$ cat src/rtl/nibble_serial_adder.sv
// Multi-precision add/subtract engine: feeds a 4-bit ripple slice one nibble per cycle,
// least-significant first, with the inter-nibble carry held in a register.

module nibble_add_slice (
    input  logic [3:0] a_i,
    input  logic [3:0] b_i,
    input  logic       cin_i,
    output logic [3:0] s_o,
    output logic       cout_o
);

    logic [4:0] carry;

    assign carry[0] = cin_i;

    for (genvar k = 0; k < 4; k++) begin : g_fa
        assign s_o[k]       = a_i[k] ^ b_i[k] ^ carry[k];
        assign carry[k + 1] = (a_i[k] & b_i[k]) | (carry[k] & (a_i[k] ^ b_i[k]));
    end

    assign cout_o = carry[4];

endmodule

module nibble_serial_adder #(
    parameter int NIBBLES = 4
) (
    input  logic                   clk,
    input  logic                   rst_n,
    input  logic                   start,
    input  logic                   sub,
    input  logic                   cin,
    input  logic [4*NIBBLES-1:0]   op_a,
    input  logic [4*NIBBLES-1:0]   op_b,
    output logic                   busy,
    output logic                   done,
    output logic [4*NIBBLES-1:0]   sum,
    output logic                   cout,
    output logic                   ovf
);

    localparam int W  = 4 * NIBBLES;
    localparam int CW = (NIBBLES > 1) ? $clog2(NIBBLES) : 1;
    localparam logic [CW-1:0] LAST = CW'(NIBBLES - 1);

    typedef enum logic [1:0] {
        IDLE,
        RUN,
        DONE
    } state_t;

    state_t          state_q, state_d;
    logic [W-1:0]    opA_q, opA_d;
    logic [W-1:0]    opB_q, opB_d;
    logic            carry_q, carry_d;
    logic [CW-1:0]   nibbleCnt_q, nibbleCnt_d;
    logic [W-1:0]    sum_q, sum_d;
    logic            cout_q, cout_d;
    logic            ovf_q, ovf_d;

    logic [3:0]      sliceA;
    logic [3:0]      sliceB;
    logic [3:0]      sliceS;
    logic            sliceCout;

    always_comb begin
        sliceA = 4'b0;
        sliceB = 4'b0;
        for (int i = 0; i < NIBBLES; i++) begin
            if (nibbleCnt_q == CW'(i)) begin
                sliceA = opA_q[4*i +: 4];
                sliceB = opB_q[4*i +: 4];
            end
        end
    end

    nibble_add_slice u_slice (
        .a_i    (sliceA),
        .b_i    (sliceB),
        .cin_i  (carry_q),
        .s_o    (sliceS),
        .cout_o (sliceCout)
    );

    // Subtraction is A + ~B + 1, so the inverted operand and forced carry are set up at accept.
    always_comb begin
        state_d     = state_q;
        opA_d       = opA_q;
        opB_d       = opB_q;
        carry_d     = carry_q;
        nibbleCnt_d = nibbleCnt_q;
        sum_d       = sum_q;
        cout_d      = cout_q;
        ovf_d       = ovf_q;

        case (state_q)
            IDLE, DONE: begin
                if (start) begin
                    state_d     = RUN;
                    opA_d       = op_a;
                    opB_d       = sub ? ~op_b : op_b;
                    carry_d     = sub ? 1'b1 : cin;
                    nibbleCnt_d = '0;
                    sum_d       = '0;
                    cout_d      = 1'b0;
                    ovf_d       = 1'b0;
                end else begin
                    state_d = IDLE;
                end
            end

            RUN: begin
                for (int i = 0; i < NIBBLES; i++) begin
                    if (nibbleCnt_q == CW'(i)) begin
                        sum_d[4*i +: 4] = sliceS;
                    end
                end
                carry_d = sliceCout;
                if (nibbleCnt_q == LAST) begin
                    cout_d  = sliceCout;
                    ovf_d   = (sliceA[3] == sliceB[3]) && (sliceS[3] != sliceA[3]);
                    state_d = DONE;
                end else begin
                    nibbleCnt_d = nibbleCnt_q + CW'(1);
                end
            end

            default: begin
                state_d = IDLE;
            end
        endcase
    end

    always_ff @(posedge clk or negedge rst_n) begin
        if (!rst_n) begin
            state_q     <= IDLE;
            opA_q       <= '0;
            opB_q       <= '0;
            carry_q     <= 1'b0;
            nibbleCnt_q <= '0;
            sum_q       <= '0;
            cout_q      <= 1'b0;
            ovf_q       <= 1'b0;
        end else begin
            state_q     <= state_d;
            opA_q       <= opA_d;
            opB_q       <= opB_d;
            carry_q     <= carry_d;
            nibbleCnt_q <= nibbleCnt_d;
            sum_q       <= sum_d;
            cout_q      <= cout_d;
            ovf_q       <= ovf_d;
        end
    end

    assign busy = (state_q == RUN);
    assign done = (state_q == DONE);
    assign sum  = sum_q;
    assign cout = cout_q;
    assign ovf  = ovf_q;

endmodule

$ cat config.mk
export PLATFORM = sky130hd
export DESIGN_NAME = nibble_serial_adder
export DESIGN_NICKNAME = d
export VERILOG_FILES = /design/src/rtl/nibble_serial_adder.sv
export SDC_FILE = /design/constraint.sdc
export NUM_CORES = 1
export LEC_CHECK = 0
export BUFFER_PORTS_ARGS = -buffer_cell sky130_fd_sc_hd__buf_4
export CAP_MARGIN = 20
export CORE_MARGIN = 2
export CORE_UTILIZATION = 46
export DETAILED_ROUTE_END_ITERATION = 8
export GPL_TIMING_DRIVEN = 1
export MAX_ROUTING_LAYER = met4
export PLACE_DENSITY = 0.77
export RECOVER_POWER = 50
export SLEW_MARGIN = 0
export SYNTH_ARGS = -nofsm -noshare
export SYNTH_HDL_FRONTEND = slang
export SYNTH_HIERARCHICAL = 1
export SYNTH_SLANG_ARGS = --single-unit
$ cat constraint.sdc
create_clock -name clk -period 4.08 [get_ports clk]
set_input_delay 0.408 -clock clk [delete_from_list [all_inputs] [get_ports clk]]
set_output_delay 0.408 -clock clk [all_outputs]
set_load 0.01 [all_outputs]
==> metrics.md <==
| Metric | Value |
|---|---|
| Run status | `finished, violations left` |
| Failing checks | `capacitance limit, slew limit` |
| Clk_lat worst skew | `310 ps` |
| Initial DRC count | `81` |
| P_int | `1470 uW` |
| Vias in the first global route | `1,838` |
| Net switching power | `1020 uW` |
| Worst Path Arrival | `3970 ps` |
| Ant. Diodes | `0` |
| Register share of total power | `38.2%` |
| Crit Path Max Fanout | `12` |
| Cts hold-fix bufs | `0` |
| Drt drc | `0` |
| Worst R2R Path Depth | `16` |
| Worst hold start | `op_a[0]` |
| CP dominant cell by count | `inv_1` |
| Initial Utilization | `47.6%` |
| Crit-path cells | `ha_1 > buf_4 > nor2b_1 > a221oi_1 > o31ai_1 > fa_1 > inv_1 > fa_1 > inv_1 > fa_1 > inv_1 > fa_1 > inv_1 > inv_1 > or3_1 > a21oi_1` |
| Worst Hold End | `opA_q[0]` |
| Post-synthesis sequential area ratio | `52.2%` |
| Multi-input logic area | `0.00112 sq mm` |
| Largest net degree at the start of global routing | `56` |
| Max cap viols | `1` |
| Share of layout cells above drive strength 1 | `24.8%` |
| Fin area | `0.00316 sq mm` |
| Drt total wl | `5.18 mm` |
| WP data required | `4320 ps` |
| Hold Path Class | `primary input to flip-flop` |
| Global-route wire length before repair | `8.57 mm` |
| Synth Warn # | `6` |
| R2R setup slack | `360 ps` |
| Post-CTS Setup Bufs | `0` |
| Final TNS setup | `0 ps` |
| RR Endpoint | `ovf` |
| Final nets | `347` |
| Yosys top cell area share | `52.2%` |
| Synth Cell Area | `0.00264 sq mm` |
| Die Span Y | `79.7 um` |
| Crit Path Class | `flip-flop to flip-flop` |
| Leakage | `0.00146 uW` |
| TritonCTS clock tree | `done` |
| Placeable Area | `0.00554 sq mm` |
| GRT Total Usage | `18.0%` |
| Slowest-stage cell, CP | `dfrtp_1` |
| Skew final | `8.46 ps` |
| Cts bufs inserted | `5` |
| Core Rows | `27` |
| Final hold vios | `0` |
| Sequential Area | `0.00138 sq mm` |
| Hold path cells | `2` |
| Power Density | `787 mW/mm^2` |
| Final ANT Viol Nets | `0` |
| Layout area overhead | `19.9%` |
| Routed WL per cell | `13.8 um` |
| Initial antenna violation count | `0` |
| Routability congestion estimate | `0.801` |
| Cells after synthesis | `253` |
| CP delay by family, top | `adder cells` |
| RSZ-0062 raised after global routing | `no` |
| Detailed Place HPWL | `3.89 mm` |
| Tightest Pin Transition | `2840 ps` |
| Top post-synthesis cells by area | `dfrtp_1, mux2_2, o21ai_0` |
| Vias | `1,887` |
| Reg-to-Reg Start | `nibbleCnt_q[0]` |
| Layout Utilization | `57.1%` |
| Critical path's largest stage delay | `430 ps` |
| Slew HR | `-89.4%` |
| Placed Area | `0.00309 sq mm` |
| Comb pwr share | `47.0%` |
| Synthesized area per cell | `10.4 sq um` |
| Max Root-Sink Buffers | `2` |
| Die area | `0.00636 sq mm` |
| Cell taking the most area after synthesis | `dfrtp_1` |
| DRT Pass-1 Iters | `4` |
| Final setup fails | `0` |
| Place WS | `488 ps` |
| Maximum vdd ir drop | `0.287 mV` |
| Final worst slack | `355 ps` |
| PostCTS Resize Cnt | `0` |
| Sink Count | `55` |
| Period utilisation layout | `91.3%` |
| Fin Hold WS | `323 ps` |
| Setup crit end kind | `flip-flop` |
| Yosys reg bits | `55` |
| Critical path buffers and inverters | `6` |
| Level count of the clock H-tree | `2` |
| Via/cell ratio | `5.03` |
| Worst Setup Start Kind | `flip-flop` |
| Mapped Nets | `298` |
| Worst-path clk slew | `90 ps` |
| IO Pins | `57` |
| Switch share | `41.1%` |
| Final min period | `3720 ps` |
| Clock power frac | `14.7%` |
| Filler Cells Inserted | `494` |
| PortBufs | `56` |
| Gr ovfl total | `0` |
| Chip Width | `79.7 um` |
| Yosys cell types | `25` |
| CTS Root Buffer Type | `clkbuf_8` |
| Final slew viol count | `56` |
| Max Fclk | `268 MHz` |
==> state kept, by name, summed over array words and instances (netlist names) <==
signal       count
state_q          2
cout             1
ovf              1
carry_q          1
opB_q           16
nibbleCnt_q      2
opA_q           16
sum             16
==> layout make-up <==
class / count / area share, %
tap: 72 / 2.85
clock buffer: 6 / 2.61
timing repair buffer: 58 / 12.5
multi-input combinational: 164 / 35.3
clock inverter: 2 / 1.11
sequential: 55 / 43.5
inverter: 18 / 2.14
==> layer usage <==
| metal | wire length, um | GRT usage (%) |
|---|---|---|
| met3 | 292 | 4.07 |
| met5 | 0 | - |
| met1 | 2390 | 23.0 |
| met4 | 62 | 5.59 |
| met2 | 2430 | 28.7 |
==> kinds of logic (layout without fill, tap and decap cells) <==
group                      count (synthesis)  after routing  share of synthesized area (%)
AOI/OAI and AO/OA                         55             55                           12.6
xor gates and xnor gates                  16             16                           5.31
adders and majority gates                  8              8                           4.93
buffers and inverters                     34             84                           5.60
DFF                                       55             55                           52.2
muxes                                     16             16                           6.83
and+or+nand+nor                           69             69                           12.6
==> layout by cell type, fill, tap and decap left out, types with 6 or more instances in the layout <==
cell,instances
a221oi_1,6
buf_4,47
clkbuf_1,11
clkbuf_8,6
dfrtp_1,55
inv_1,18
mux2_2,16
nand2_1,33
nand3_1,19
nor2b_1,10
o21ai_0,35
o31ai_1,6
xnor2_1,16
==> through the flow <==
step,cells,total power [uW]
floorplan,253,1790
global placement,367,2120
detailed placement,367,2170
CTS,375,2550
global route,375,2720
finish,375,2490
==> worst max path at each step <==
| stage | endpoint | cells past startpoint | slack (ps) | from |
|---|---|---|---|---|
| floorplan | ovf | 16 | 700 | nibbleCnt_q[0] |
| global placement | ovf | 16 | 600 | nibbleCnt_q[0] |
| detailed placement | ovf | 16 | 490 | nibbleCnt_q[0] |
| CTS | ovf | 16 | 400 | nibbleCnt_q[0] |
| global route | ovf | 16 | 110 | nibbleCnt_q[0] |
| finish | ovf | 16 | 360 | nibbleCnt_q[0] |
==> cells in the mapped netlist, drive strengths merged <==
| cell type | count |
|---|---|
| a211oi | 2 |
| a21oi | 4 |
| a221oi | 6 |
| a31oi | 1 |
| buf | 9 |
| clkbuf | 7 |
| dfrtp | 55 |
| fa | 4 |
| ha | 4 |
| inv | 18 |
| mux2 | 16 |
| nand2 | 33 |
| nand2b | 2 |
| nand3 | 19 |
| nand3b | 2 |
| nor2 | 1 |
| nor2b | 10 |
| nor3b | 1 |
| o21ai | 35 |
| o221ai | 1 |
| o31ai | 6 |
| or3 | 1 |
| xnor2 | 16 |
==> power groups by stage <==
stage	logic [uW]	clock network (uW)	registers, uW
3_3_place_gp	1170	0	954
2_1_floorplan	865	0	927
6_report	1170	367	951
5_1_grt	1340	398	978
4_1_cts	1210	378	954
3_5_place_dp	1210	0	965
Note: power is estimated with default switching activity, not from simulation.
